===== src/rtl/mem_bus_guard.sv =====
// Registered bus stage between the CPU memory port and the decode/response mux.
// Terminates accesses whose target never responds and logs the failing address.
module mem_bus_guard #(
  parameter int unsigned TIMEOUT_CYCLES = 256,
  parameter logic [31:0] TIMEOUT_RDATA  = 32'h0
) (
  input  logic        clk,
  input  logic        reset,
  input  logic        cpu_valid,
  input  logic        cpu_instr,
  input  logic [31:0] cpu_addr,
  input  logic [31:0] cpu_wdata,
  input  logic [3:0]  cpu_wstrb,
  output logic        cpu_ready,
  output logic [31:0] cpu_rdata,
  output logic        bus_valid,
  output logic        bus_instr,
  output logic [31:0] bus_addr,
  output logic [31:0] bus_wdata,
  output logic [3:0]  bus_wstrb,
  input  logic        bus_ready,
  input  logic [31:0] bus_rdata,
  input  logic        err_clear,
  output logic        timeout_event,
  output logic [7:0]  err_count,
  output logic [31:0] err_addr,
  output logic        err_instr
);

  typedef enum logic [1:0] {StIdle, StWait, StResp} state_e;

  localparam logic [15:0] TimerLast = 16'(TIMEOUT_CYCLES - 1);

  state_e      state_q, state_d;
  logic [15:0] timer_q, timer_d;
  logic        cpu_ready_q, cpu_ready_d;
  logic [31:0] cpu_rdata_q, cpu_rdata_d;
  logic        bus_valid_q, bus_valid_d;
  logic        bus_instr_q, bus_instr_d;
  logic [31:0] bus_addr_q, bus_addr_d;
  logic [31:0] bus_wdata_q, bus_wdata_d;
  logic [3:0]  bus_wstrb_q, bus_wstrb_d;
  logic        timeout_event_q, timeout_event_d;
  logic [7:0]  err_count_q, err_count_d;
  logic [31:0] err_addr_q, err_addr_d;
  logic        err_instr_q, err_instr_d;

  always_comb begin
    state_d         = state_q;
    timer_d         = timer_q;
    cpu_ready_d     = 1'b0;
    cpu_rdata_d     = cpu_rdata_q;
    bus_valid_d     = bus_valid_q;
    bus_instr_d     = bus_instr_q;
    bus_addr_d      = bus_addr_q;
    bus_wdata_d     = bus_wdata_q;
    bus_wstrb_d     = bus_wstrb_q;
    timeout_event_d = 1'b0;
    err_count_d     = err_count_q;
    err_addr_d      = err_addr_q;
    err_instr_d     = err_instr_q;

    // Clear first so a coincident timeout is logged on top of the cleared values.
    if (err_clear) begin
      err_count_d = 8'h00;
      err_addr_d  = 32'h0;
    end

    unique case (state_q)
      StIdle: begin
        if (cpu_valid && !cpu_ready_q) begin
          bus_instr_d = cpu_instr;
          bus_addr_d  = cpu_addr;
          bus_wdata_d = cpu_wdata;
          bus_wstrb_d = cpu_wstrb;
          bus_valid_d = 1'b1;
          timer_d     = 16'h0;
          state_d     = StWait;
        end
      end
      StWait: begin
        if (bus_ready) begin
          cpu_rdata_d = bus_rdata;
          cpu_ready_d = 1'b1;
          bus_valid_d = 1'b0;
          state_d     = StResp;
        end else if (timer_q == TimerLast) begin
          cpu_rdata_d     = TIMEOUT_RDATA;
          cpu_ready_d     = 1'b1;
          bus_valid_d     = 1'b0;
          timeout_event_d = 1'b1;
          err_addr_d      = bus_addr_q;
          err_instr_d     = bus_instr_q;
          err_count_d     = (err_count_d == 8'hff) ? 8'hff : err_count_d + 8'h01;
          state_d         = StResp;
        end else begin
          timer_d = timer_q + 16'h1;
        end
      end
      StResp: begin
        state_d = StIdle;
      end
      default: begin
        state_d = StIdle;
      end
    endcase
  end

  always_ff @(posedge clk) begin
    if (reset) begin
      state_q         <= StIdle;
      timer_q         <= 16'h0;
      cpu_ready_q     <= 1'b0;
      cpu_rdata_q     <= 32'h0;
      bus_valid_q     <= 1'b0;
      bus_instr_q     <= 1'b0;
      bus_addr_q      <= 32'h0;
      bus_wdata_q     <= 32'h0;
      bus_wstrb_q     <= 4'h0;
      timeout_event_q <= 1'b0;
      err_count_q     <= 8'h00;
      err_addr_q      <= 32'h0;
      err_instr_q     <= 1'b0;
    end else begin
      state_q         <= state_d;
      timer_q         <= timer_d;
      cpu_ready_q     <= cpu_ready_d;
      cpu_rdata_q     <= cpu_rdata_d;
      bus_valid_q     <= bus_valid_d;
      bus_instr_q     <= bus_instr_d;
      bus_addr_q      <= bus_addr_d;
      bus_wdata_q     <= bus_wdata_d;
      bus_wstrb_q     <= bus_wstrb_d;
      timeout_event_q <= timeout_event_d;
      err_count_q     <= err_count_d;
      err_addr_q      <= err_addr_d;
      err_instr_q     <= err_instr_d;
    end
  end

  assign cpu_ready     = cpu_ready_q;
  assign cpu_rdata     = cpu_rdata_q;
  assign bus_valid     = bus_valid_q;
  assign bus_instr     = bus_instr_q;
  assign bus_addr      = bus_addr_q;
  assign bus_wdata     = bus_wdata_q;
  assign bus_wstrb     = bus_wstrb_q;
  assign timeout_event = timeout_event_q;
  assign err_count     = err_count_q;
  assign err_addr      = err_addr_q;
  assign err_instr     = err_instr_q;

endmodule


===== config.mk =====
export PLATFORM = sky130hd
export DESIGN_NAME = mem_bus_guard
export DESIGN_NICKNAME = d
export VERILOG_FILES = /design/src/rtl/mem_bus_guard.sv
export SDC_FILE = /design/constraint.sdc
export NUM_CORES = 1
export LEC_CHECK = 0
export ABC_AREA = 1
export ABC_CLOCK_PERIOD_IN_PS = 1800
export CAP_MARGIN = 20
export CORE_ASPECT_RATIO = 1.2
export CORE_UTILIZATION = 41
export CTS_BUF_LIST = sky130_fd_sc_hd__clkbuf_4 sky130_fd_sc_hd__clkbuf_8
export CTS_CLUSTER_DIAMETER = 80
export DETAILED_ROUTE_END_ITERATION = 10
export GPL_ROUTABILITY_DRIVEN = 0
export PLACE_DENSITY = 0.79
export SLEW_MARGIN = 40
export SYNTH_ARGS = -nofsm -noshare
export SYNTH_HDL_FRONTEND = slang
export SYNTH_SLANG_ARGS = --single-unit

===== constraint.sdc =====
create_clock -name clk -period 1.8 [get_ports clk]
set_input_delay 0.18 -clock clk [delete_from_list [all_inputs] [get_ports clk]]
set_output_delay 0.18 -clock clk [all_outputs]
set_load 0.05 [all_outputs]

# Word level (Yosys, flattened, before mapping)
# Index checks and enable logic that the tools add are counted.
op_classes:
  addsub: 2
  multipliers: 0
  n_div: 0
  magnitude_cmp: 0
  eq_ne: 7
  n_shift: 0
  muxes: 25
  n_bitwise: 2
  n_reduce_logical: 13
op_table:
  columns: ["operator", "n"]
  rows:
  - ["32-bit 2-to-1 mux", 6]
  - ["16-bit 2-to-1 mux", 3]
  - ["8-bit 2-to-1 mux", 5]
  - ["16-bit case mux with 2 select lines", 1]
  - ["16-bit by 1-bit adder with 16-bit output (second input constant)", 1]
  - ["16-bit by 8-bit == test with 1-bit output (second input constant)", 1]
  - ["8-bit by 1-bit adder with 8-bit output (second input constant)", 1]
  - ["8-bit == test (second input constant)", 1]
  - ["2-bit 2-to-1 mux", 3]
  - ["2-bit != test (second input constant)", 3]
  - ["2-bit AND reduction", 3]
  - ["3-bit AND reduction", 2]
  - ["1-bit 2-to-1 mux", 5]
  - ["2-bit case mux with 2 select lines", 1]
  - ["4-bit AND reduction", 1]
  - ["2-bit nonzero test", 2]
  - ["3-bit != test (second input constant)", 1]
  - ["3-bit OR reduction", 1]
  - ["2-bit by 1-bit == test with 1-bit output (second input constant)", 1]
  - ["2-bit zero test", 1]
  - ["1-bit NOT", 2]
  - ["1-bit case mux with 2 select lines", 1]
  - ["2-bit OR reduction", 1]
  - ["1-bit logical AND", 1]
  - ["1-bit zero test", 1]
totals:
  ff_bits: 163
  latchBits: 0
  ram_bits: 0
  romBits: 0
  input_bits: 106
  output_inout_bits: 145
  wordCells: 62
  n_memories: 0

# Logic depth before layout (Yosys ltp)
depth:
  depth_word: 6
  mapped_depth: 12
  ltp_nobuf: 11

# Worst setup path before layout
# OpenSTA, ideal clock, no wires.
synth_timing:
  path_kind: "register to register"
  startpoint: "register timer_q[0]"
  endpoint: "register err_count_q[5] (netlist: err_count[5])"
  setup_ns: 0.113
  arrival_ns: 1.627
  required_ns: 1.687
  setup_slack_ns: 0.060
  stages_incl_launch_ff: 12
  path_buffers: 1
  synth_period_minus_slack_ns: 1.740
  cell_sequence: "dfxtp_1 -> ha_1 -> nand3_1 -> clkinv_1 -> nand2_2 -> nor2_8 -> nand2_2 -> buf_2 -> nor2_1 -> nand3_1 -> nand2_1 -> nor2_1"
synth_via:
  elab_chain_cells: 4
synth_lines:
  columns: ["item", "line", "rtl"]
  rows:
  - ["from (decl)", "35", "logic [15:0] timer_q, timer_d;"]
  - ["from (signal assigned)", "126", "timer_q <= timer_d;"]
  - ["16-bit by 8-bit == test with 1-bit output", "87", "end else if (timer_q == TimerLast) begin"]
  - ["8-bit 2-to-1 mux", "87", null]
  - ["8-bit 2-to-1 mux", "82", "if (bus_ready) begin"]
  - ["8-bit 2-to-1 mux", "69", "unique case (state_q)"]
  - ["to (signal assigned)", "135", "err_count_q <= err_count_d;"]
  - ["to (decl)", "44", "logic [7:0] err_count_q, err_count_d;"]
# No other way between the ends.
# A chain may end at the register's enable or synchronous reset.

# Final worst setup path
layout_timing:
  startpoint: "register timer_q[12]"
  endpoint: "register err_addr_q[31] (netlist: err_addr[31])"
layout_via:
  elab_chain_cells: 4
layout_lines:
  columns: ["item", "line", "rtl"]
  rows:
  - ["16-bit by 8-bit == test with 1-bit output", "87", null]
  - ["32-bit 2-to-1 mux", "87", null]
  - ["32-bit 2-to-1 mux", "82", null]
  - ["32-bit 2-to-1 mux", "69", null]
  - ["to (signal assigned)", "136", "err_addr_q <= err_addr_d;"]
  - ["to (decl)", "45", "logic [31:0] err_addr_q, err_addr_d;"]
# No other way between the ends.

==> impl_metrics.yaml <==
floorplanning:
  start_util_pct: 42.1
  fp.dieH_um: 138
  io_pins: 251
  dieWidth_um: 116
  core_area_um2: 15100
  dieArea_um2: 16000
  row_count: 49
cts:
  cts_tree: "yes"
  numCtsBuffers: 17
  clock_path_buffers: 2
  insertion_delay_ns: 0.45
  cts_max_level: 4
  clkSinkCount: 163
  clk_pin_slew_ns: 0.08
  ctsRootBufferMaster: "clkbuf_8"
worst_setup_path:
  r2r_slack_ns: 0.11
  path_max_fanout: 29
  rr_worst_depth: 10
  worst_setup_path_end_kind: "register"
  critical_path_class: "register to register"
  arrival_ns: 2.02
  r2r_start: "timer_q[12]"
  critPathRequiredTime_ns: 2.13
  start_kind: "register"
  reg2reg_to: "err_addr[31]"
detailed_routing:
  route.met3.wl_mm: 1.45
  ant_nets: 0
  wl_per_cell_um: 14.2
  wl_met1_mm: 7.31
  drc: 0
  viasPerCell: 4.85
  maxUsedRoutingLayer: "met4"
  first_pass_iters: 5
  first_iter_violations: 303
  via_count: 6314
  dr_wl_met2_mm: 9.26
  wl_mm: 18.4
sta:
  hold_viol_final: 0
  fin_crit_sh_pct: 93.8
  tns_ns: 0
  period_minus_slack_ns: 1.69
  clock_skew_ns: 0.0150
  hold_ws_ns: 0.0845
  relSlewSlack_pct: 63.4
  drv_slew: 0
  worst_pin_slew_ns: 0.551
  fmax_mhz: 593
  rsz0062_at_grt: "false"
  finalSetupViolations: 0
power_and_ir_drop:
  swShare_pct: 30.5
  power_switching_w: 0.00258
  internal-power_w: 0.00588
  pwr-share-comb_pct: 19.8
  p_per_area_nw_per_um2: 885
  vdd_drop_max_uv: 531
  pwr-share-clk_pct: 34.4
  p_seq_share_pct: 45.8
  power.leakage_nw: 4.52
  p_total_w: 0.00847
synthesis:
  synthCells: 831
  ys_seq_area_share_pct: 51.3
  synth_area_leaders: "dfxtp_1 (51%), nor2_1 (8.9%), o21ai_0 (7.7%)"
  synth_nets: 938
  ys_warn_count: 0
  yosysUniqueCellTypes: 30
  syn-cell-area_um2: 6350
  synth_area_leader_cell: "dfxtp_1"
  yosysTopAreaCellShare_pct: 51.3
  syn_avg_cell_area_um2: 7.65
  ys_ff_latch: 163
place:
  dpl.cell_count: 1269
  io_buffers: 250
  hpwl_mm: 12.9
min_path:
  min_path_type: "input port to register"
  hp-start: "reset"
  hold_depth: 4
  hold_end: "err_count[5]"
status:
  status: "complete, no violations"
layout:
  layout-drive-gt1-share_pct: 10.0
  nets: 1193
  layout-area-overhead-vs-synth_pct: 50.5
  layout_common_cells: "dfxtp_1 (162), nor2_1 (148), nand2_1 (129)"
  final_common_cell: "dfxtp_1"
  diodes: 0
  fillerInstances: 1397
  final_cells: 1303
job:
  maxCapViolCount: 0
global_routing:
  grt_use_total_pct: 23.4
  grt_pass1_vias: 5974
  grt_pass1_wl_mm: 29.5
  grt_overflow: 0
  grt_max_degree: 98
  antenna_found_initial: 0
==> critical path: stages (launching register included) <==
cell and delay (ns):
dfxtp_1 0.36, inv_1 0.12, nand2_1 0.06, nor2_1 0.14, nand2_1 0.15, nor2_8 0.14
buf_4 0.17, nand2_2 0.09, buf_12 0.17, nand4_1 0.08, o21ai_0 0.08
==> stage by stage <==
stage | utilization [%] | setup slack (ns) | area [µm²]
after CTS | 62.9 | 0.0000921 | 9480
final | 63.4 | 0.112 | 9570
after floorplan | - | 0.0599 | 6350
after global placement | 61.0 | 0.136 | 9200
after global routing | 63.4 | 0.0101 | 9570
after detailed placement | 61.0 | 0.0422 | 9200
==> synth_stat cells, drive strengths merged <==
cell      n
a21oi    74
clkinv    2
xor2      3
o21bai    1
nand4    39
nor3b     1
nand3    28
dfxtp   163
inv      63
o21ai   109
buf      11
nand2   137
ha        1
nor2    155
xnor2     1
clkbuf   37
o211a     1
and2      1
nor3      3
a21boi    1
==> kinds of logic (layout without fill, tap and decap cells) <==
group / count (synthesis) / after routing / synth area share (%)
AO/OA/AOI/OAI: 186 / 186 / 15.5
XOR/XNOR: 4 / 4 / 0.551
adder cells (fa/ha/maj): 1 / 1 / 0.197
buffers and inverters: 113 / 381 / 7.27
flip-flops: 163 / 163 / 51.3
AND/OR/NAND/NOR: 364 / 364 / 25.2
==> what timing repair did <==
item	CTS	global route
resized for setup	123	35
buffers inserted	0	2
setup endpoints to repair	123	53
hold buffers	0	0
pin swaps	0	1
cloned	0	0
==> layer usage <==
layer	up-vias	GRT usage (%)
li1	3215	-
met1	2859	26.5
met2	202	39.7
met3	38	8.64
met4	0	8.30
met5	-	0
==> state kept, by name, summed over array words and instances, names as in the netlist, 2 cells and up <==
name       flops
bus_addr      32
bus_wdata     32
cpu_rdata     32
err_addr      32
timer_q       16
err_count      8
bus_wstrb      4
state_q        2
==> layout make-up <==
cell class	count	area (µm²)	share of cell area [%]
sequential	163	3260	34.1
timing repair buffer	284	2700	28.3
multi-input combinational	555	2660	27.8
clock buffer	22	290	3.03
tap	204	255	2.67
inverter	65	251	2.63
clock inverter	10	145	1.52
==> power by group through the flow <==
stage	clock [W]	sequential [W]	combinational, W
global route	0.00312	0.00390	0.00179
global placement	0	0.00396	0.00177
finish	0.00291	0.00388	0.00168
floorplan	0	0.00458	0.000428
detailed placement	0	0.00397	0.00178
CTS	0.00298	0.00388	0.00169
==> how the worst max path moves through the flow <==
stage	startpoint	to	slack (ns)
6_report	timer_q[12]	err_addr[31]	0.11
5_1_grt	timer_q[1]	err_addr[31]	0.01
4_1_cts	cpu_ready	cpu_ready	0.00009
3_5_place_dp	timer_q[0]	err_addr[0]	0.04
3_3_place_gp	err_clear	err_count[2]	0.14
2_1_floorplan	timer_q[0]	err_count[5]	0.06
(Power assumes the default switching activity.)
